===== config.mk =====
export PLATFORM = sky130hd
export DESIGN_NAME = serial_adder
export DESIGN_NICKNAME = d
export VERILOG_FILES = /design/src/rtl/serial_adder.sv
export SDC_FILE = /design/constraint.sdc
export NUM_CORES = 1
export LEC_CHECK = 0
export CAP_MARGIN = 20
export CORE_AREA = 2 2 44 87
export DETAILED_ROUTE_END_ITERATION = 8
export DIE_AREA = 0 0 46 89
export PLACE_DENSITY_LB_ADDON = 0.2
export REMOVE_ABC_BUFFERS = 1
export SLEW_MARGIN = 10
export SYNTH_ARGS = -nofsm -noshare
export SYNTH_HDL_FRONTEND = slang
export SYNTH_SLANG_ARGS = --single-unit

===== constraint.sdc =====
create_clock -name clk -period 1.4 [get_ports clk]
set_input_delay 0.21 -clock clk [delete_from_list [all_inputs] [get_ports clk]]
set_output_delay 0.21 -clock clk [all_outputs]
set_load 0.1 [all_outputs]

===== src/rtl/serial_adder.sv =====
// Bit-serial WIDTH-bit adder: one full-adder cell plus a carry flop, LSB first.
// Define SERIAL_ADDER_OVF_EN to add the registered signed-overflow output ovf.
module serial_adder #(
  parameter int unsigned WIDTH = 8
) (
  input  logic             clk,
  input  logic             rst_n,
  input  logic             start,
  input  logic [WIDTH-1:0] a_in,
  input  logic [WIDTH-1:0] b_in,
  input  logic             cin,
  output logic             busy,
  output logic             done,
  output logic [WIDTH-1:0] sum,
  output logic             cout
`ifdef SERIAL_ADDER_OVF_EN
  ,
  output logic             ovf
`endif
);

  localparam int unsigned CW = $clog2(WIDTH);

  typedef enum logic [1:0] {IDLE, SHIFT, DONE} state_t;

  state_t           state, state_nxt;
  logic [WIDTH-1:0] a_sr, b_sr;
  logic [WIDTH-2:0] s_sr;
  logic             carry;
  logic [CW-1:0]    cnt;
  logic             fa_s, fa_c, last_bit;

  // State register
  always_ff @(posedge clk) begin
    if (!rst_n) state <= IDLE;
    else        state <= state_nxt;
  end

  // Full-adder cell and next-state logic
  always_comb begin
    state_nxt = state;
    fa_s      = a_sr[0] ^ b_sr[0] ^ carry;
    fa_c      = (a_sr[0] & b_sr[0]) | (carry & (a_sr[0] ^ b_sr[0]));
    last_bit  = (cnt == CW'(WIDTH - 1));
    case (state)
      IDLE:    if (start) state_nxt = SHIFT;
      SHIFT:   if (last_bit) state_nxt = DONE;
      DONE:    state_nxt = IDLE;
      default: state_nxt = IDLE;
    endcase
  end

  // Datapath and registered outputs
  always_ff @(posedge clk) begin
    if (!rst_n) begin
      a_sr  <= '0;
      b_sr  <= '0;
      s_sr  <= '0;
      carry <= 1'b0;
      cnt   <= '0;
      busy  <= 1'b0;
      done  <= 1'b0;
      sum   <= '0;
      cout  <= 1'b0;
`ifdef SERIAL_ADDER_OVF_EN
      ovf   <= 1'b0;
`endif
    end else begin
      busy <= (state_nxt != IDLE);
      done <= (state_nxt == DONE);
      case (state)
        IDLE: begin
          if (start) begin
            a_sr  <= a_in;
            b_sr  <= b_in;
            carry <= cin;
            cnt   <= '0;
          end
        end
        SHIFT: begin
          // s_sr keeps the WIDTH-1 most recent sum bits, newest at the top
          s_sr  <= (WIDTH-1)'({fa_s, s_sr} >> 1);
          a_sr  <= a_sr >> 1;
          b_sr  <= b_sr >> 1;
          carry <= fa_c;
          cnt   <= cnt + CW'(1);
          if (last_bit) begin
            sum  <= {fa_s, s_sr};
            cout <= fa_c;
`ifdef SERIAL_ADDER_OVF_EN
            ovf  <= carry ^ fa_c;
`endif
          end
        end
        default: ;
      endcase
    end
  end

endmodule


# Word-level counts from Yosys, hierarchy flattened
# Index checks and enable logic that the tools add are counted.
# totals
mem_bits_ro,0
output_inout_bits,11
latchBits,0
regBits,40
elab_cells,36
mem_bits_rw,0
n_memories,0
input_bits,20
# op_classes
mux,11
eq_ne,4
n_div,0
addsub,1
bitwise_logic,5
shift,0
mul,0
n_reduce_logical,5
n_lt_le_gt_ge,0
# op_table
operator,n
$pmux 8 s2,2
$mux 8,2
$pmux 3 s2,1
$mux 2,2
$pmux 2 s2,1
$reduce_and 2->1,2
$reduce_bool 2->1,2
$add 3x1->3 const B,1
$eq 3x3->1 const B,1
$mux 3,1
$and 1x1->1,2
$eq 2x1->1 const B,1
$eq 2x2->1 const B,1
$logic_not 2->1,1
$ne 2x2->1 const B,1
$pmux 1 s2,1
$xor 1x1->1,2
$mux 1,1
$or 1x1->1,1

# Longest topological paths before layout
# Gate-level depths: netlist of the first run.
# depth
ltp_word,4
depth_mapped,6
depth_no_buf,5

# Worst setup path after synthesis of the first run
# OpenSTA, ideal clock, no wires.
# synth_path
path_type,reg-to-reg
from,register cnt[0]
to,register state[1]
stages_incl_launch_ff,6
period_less_slack_ps,1248
setup_slack_ps,152
t_arrival_ps,1133
n_path_buf,1
setup_time_ps,115
required_ps,1285
cell_sequence,dfxtp_1 ha_1 ha_1 and3b_1 buf_4 and2_1
# synth_between
elab_chain_len,3
# synth_lines
item,line_no,source
"start, declared",30,logic [CW-1:0] cnt;
"start signal, assigned",86,cnt <= cnt + CW'(1);
$eq 3x3->1,44,last_bit = (cnt == CW'(WIDTH - 1));
$mux 2,47,SHIFT: if (last_bit) state_nxt = DONE;
$pmux 2 s2,45,case (state)
"end signal, assigned",36,else state <= state_nxt;
"end, declared",26,"state_t state, state_nxt;"
# Every way passes these cells.
# A chain may end at the register's enable or synchronous reset.

# Final worst setup path of the first run
# Ends and elaborated chain as after synthesis.

==> results of run 1 <==
-- final cells by class --
type	instances	area [um^2]
fillers	299	1170
flip-flops and latches	40	801
multi-input cells	123	761
repair buffers	41	505
clock buffers	6	82.6
well taps	32	40.0
clock inverters	2	10.0
inverters	1	3.75
-- worst paths after layout --
| kind | cells after the start | startpoint | slack, ps | to |
|---|---|---|---|---|
| setup / recovery | 4 | cnt[0] | 100 | state[1] |
| hold / removal | 2 | s_sr[0] | 460 | sum[0] |
| setup reg to reg | 4 | cnt[0] | 100 | state[1] |
| hold reg to reg | 2 | s_sr[0] | 460 | sum[0] |
-- timing repair --
action / CTS / global route
buffers inserted: 0 / 1
resized for setup: 0 / 2
hold buffers: 0 / 0
endpoints found under the setup margin: 0 / 26
-- cell usage after synthesis --
master and n:
dfxtp_1 40, nand2_1 31, nand3_1 20, o21ai_0 18, mux2i_1 15, o211ai_1 15, a21boi_0 7, clkbuf_1 6
buf_2 4, buf_6 3, and2_1 2, ha_1 2, nand3b_1 2, nor2_1 2, o22ai_1 2, a21oi_1 1
and3b_1 1, buf_4 1, fa_1 1, inv_1 1, nand2_2 1, nand2b_1 1, nor2b_1 1, o21ba_2 1
-- through the flow --
step	std cells	hold slack, ps
3_5_place_dp	236	455
5_1_grt	245	478
4_1_cts	244	465
3_3_place_gp	236	443
2_1_floorplan	164	332
6_report	245	464
-- state kept, by name, summed over array words and instances (netlist names), 2 cells and up --
signal,cells
state,2
a_sr,8
sum,8
b_sr,8
cnt,3
s_sr,7
-- cell families after synthesis --
group           Yosys count  share of synthesized area
compound gates           44                      0.172
fa+ha+maj                 3                     0.0274
buf+inv                  15                     0.0532
flops                    40                      0.487
mux                      15                     0.0913
simple gates             61                      0.170
-- report_power, final --
part | switching, W | internal, W
registers | 0.0000282 | 0.00118
clock network | 0.000381 | 0.000393
logic | 0.000123 | 0.000131
total | 0.000532 | 0.00171
-- tightest hold or removal path: cells and delay by family (launching register included) --
kind	cells	cell delay [ps]
flip-flops	1	320
AND/OR/NAND/NOR	2	100
-- metal layers --
layer	wire, um	vias up
met5	0	-
met4	46	0
met3	111	5
met2	1830	32
met1	1180	648
li1	-	690
==> summary.md, run 1 <==
| Metric | Value |
|---|---|
| First drt pass iteration count | 4 |
| Util after Layout | 0.652 |
| Layout Nets | 235 |
| Worst Path Required | 1580 ps |
| Number of global-route vias before repair | 1,310 |
| Final TNS setup | 0 ps |
| CP top delay family | simple AND/OR/NAND/NOR gates |
| DIE HEIGHT | 89 um |
| Vias per cell | 5.61 |
| WL final | 3160 um |
| Slew Viols, Final | 0 |
| Max H-tree Level | 2 |
| First-pass GRT wire length | 5620 um |
| Final worst slack | 95.7 ps |
| Final critical-path share of the clock period | 0.932 |
| GR Overflow Total | 0 |
| HPWL after detailed placement | 2390 um |
| Detail Route Antenna Nets | 0 |
| Top Ports | 31 |
| Worst Skew | 3.69 ps |
| Synth warn | 0 |
| Placement Cell Area | 2100 um^2 |
| Top cell by count, worst path | ha_1 |
| Final instance area | 2200 um^2 |
| Met2 usage in global routing | 0.332 |
| Via count | 1,375 |
| Crit-path cells | ha_1 > ha_1 > and3b_2 > and2_1 |
| Clock Path Buffers | 2 |
| Routing usage on met3 | 0.0424 |
| Seq/Total Area, Yosys | 0.487 |
| Worst Tran Pin Value | 568 ps |
| Final GP Congestion | 0.739 |
| Total CTS buffers | 5 |
| Unrepaired setup endpoints after global routing | false |
| Core ar. | 3380 um^2 |
| Clock-pin slew on the worst setup and hold paths | 70 ps |
| Final setup vio count | 0 |
| Clock sinks | 40 |
| Tot Pwr | 0.00224 W |
| Final hold vios | 0 |
| PD cells | 1020 nW/um^2 |
| Peak VDD IR | 0.00109 V |
| Dpl ws | -278 ps |
| CP Class | register to register |
| Initial Util | 0.487 |
| Worst-path fanout max | 11 |
| Syn-to-layout area delta | 33.9% |
| DRT iter0 DRCs | 26 |
| Critical Path Sink Type | register |
| CTS root buf | clkbuf_8 |
| Slowest stage delay, CP | 330 ps |
| Fin crit period | 1300 ps |
| GRT Overall Usage | 0.187 |
| Critical-path top delay cell | dfxtp_1 |
| Synth Instances | 178 |
| Mapped Area | 1650 um^2 |
| GR peak layer | met2 |
| Synthesized flop and latch total | 40 |
| Std-Cell Rows | 30 |
| DIE WIDTH | 46 um |
| Post-synth top area share | 0.487 |
| Yosys cell types | 24 |
| Initial antenna violation count | 0 |
| WL per Instance | 12.9 um |
| Leakage | 0.877 nW |
| Share of cells above drive strength 1 | 0.160 |
| Top post-synthesis cells by area | dfxtp_1, mux2i_1, nand2_1 |
| Diode count | 0 |
| Buffers plus inverters on the worst setup path | 0 |
| Hold Path Class | register to register |
| Worst rel slew slack | 0.621 |
| Synth area leader | dfxtp_1 |
| Commonest non-fill, non-tap cell in the layout | dfxtp_1 |
| Critical Path Source Type | register |
| CTS tree | done |
| Largest net degree at the start of global routing | 34 |
| Mean post-synth cell area | 9.24 um^2 |
| Commonest non-fill, non-tap cells in the layout | dfxtp_1, nand2_1, nand3_1 |
| Die ar. | 4090 um^2 |
| Drc violations | 0 |
| Peak Freq | 767 MHz |
| M1 GR Usage | 0.197 |
| Worst Path Arrival | 1490 ps |
| Port Buffers | 30 |
| Max_cap viols | 0 |
| Clk_lat worst skew | 290 ps |
| Outcome | completed |
Note: power is estimated with default switching activity, not from simulation.
==> run 2: changes to the inputs <==
--- a/config.mk
+++ b/config.mk
@@ -5,7 +5,7 @@
 export SDC_FILE = /design/constraint.sdc
 export NUM_CORES = 1
 export LEC_CHECK = 0
-export CAP_MARGIN = 20
+export CAP_MARGIN = 40
 export CORE_AREA = 2 2 44 87
 export DETAILED_ROUTE_END_ITERATION = 8
 export DIE_AREA = 0 0 46 89
==> results of run 2 <==
The final DEF is identical to that of run 1; final timing and power are the same.
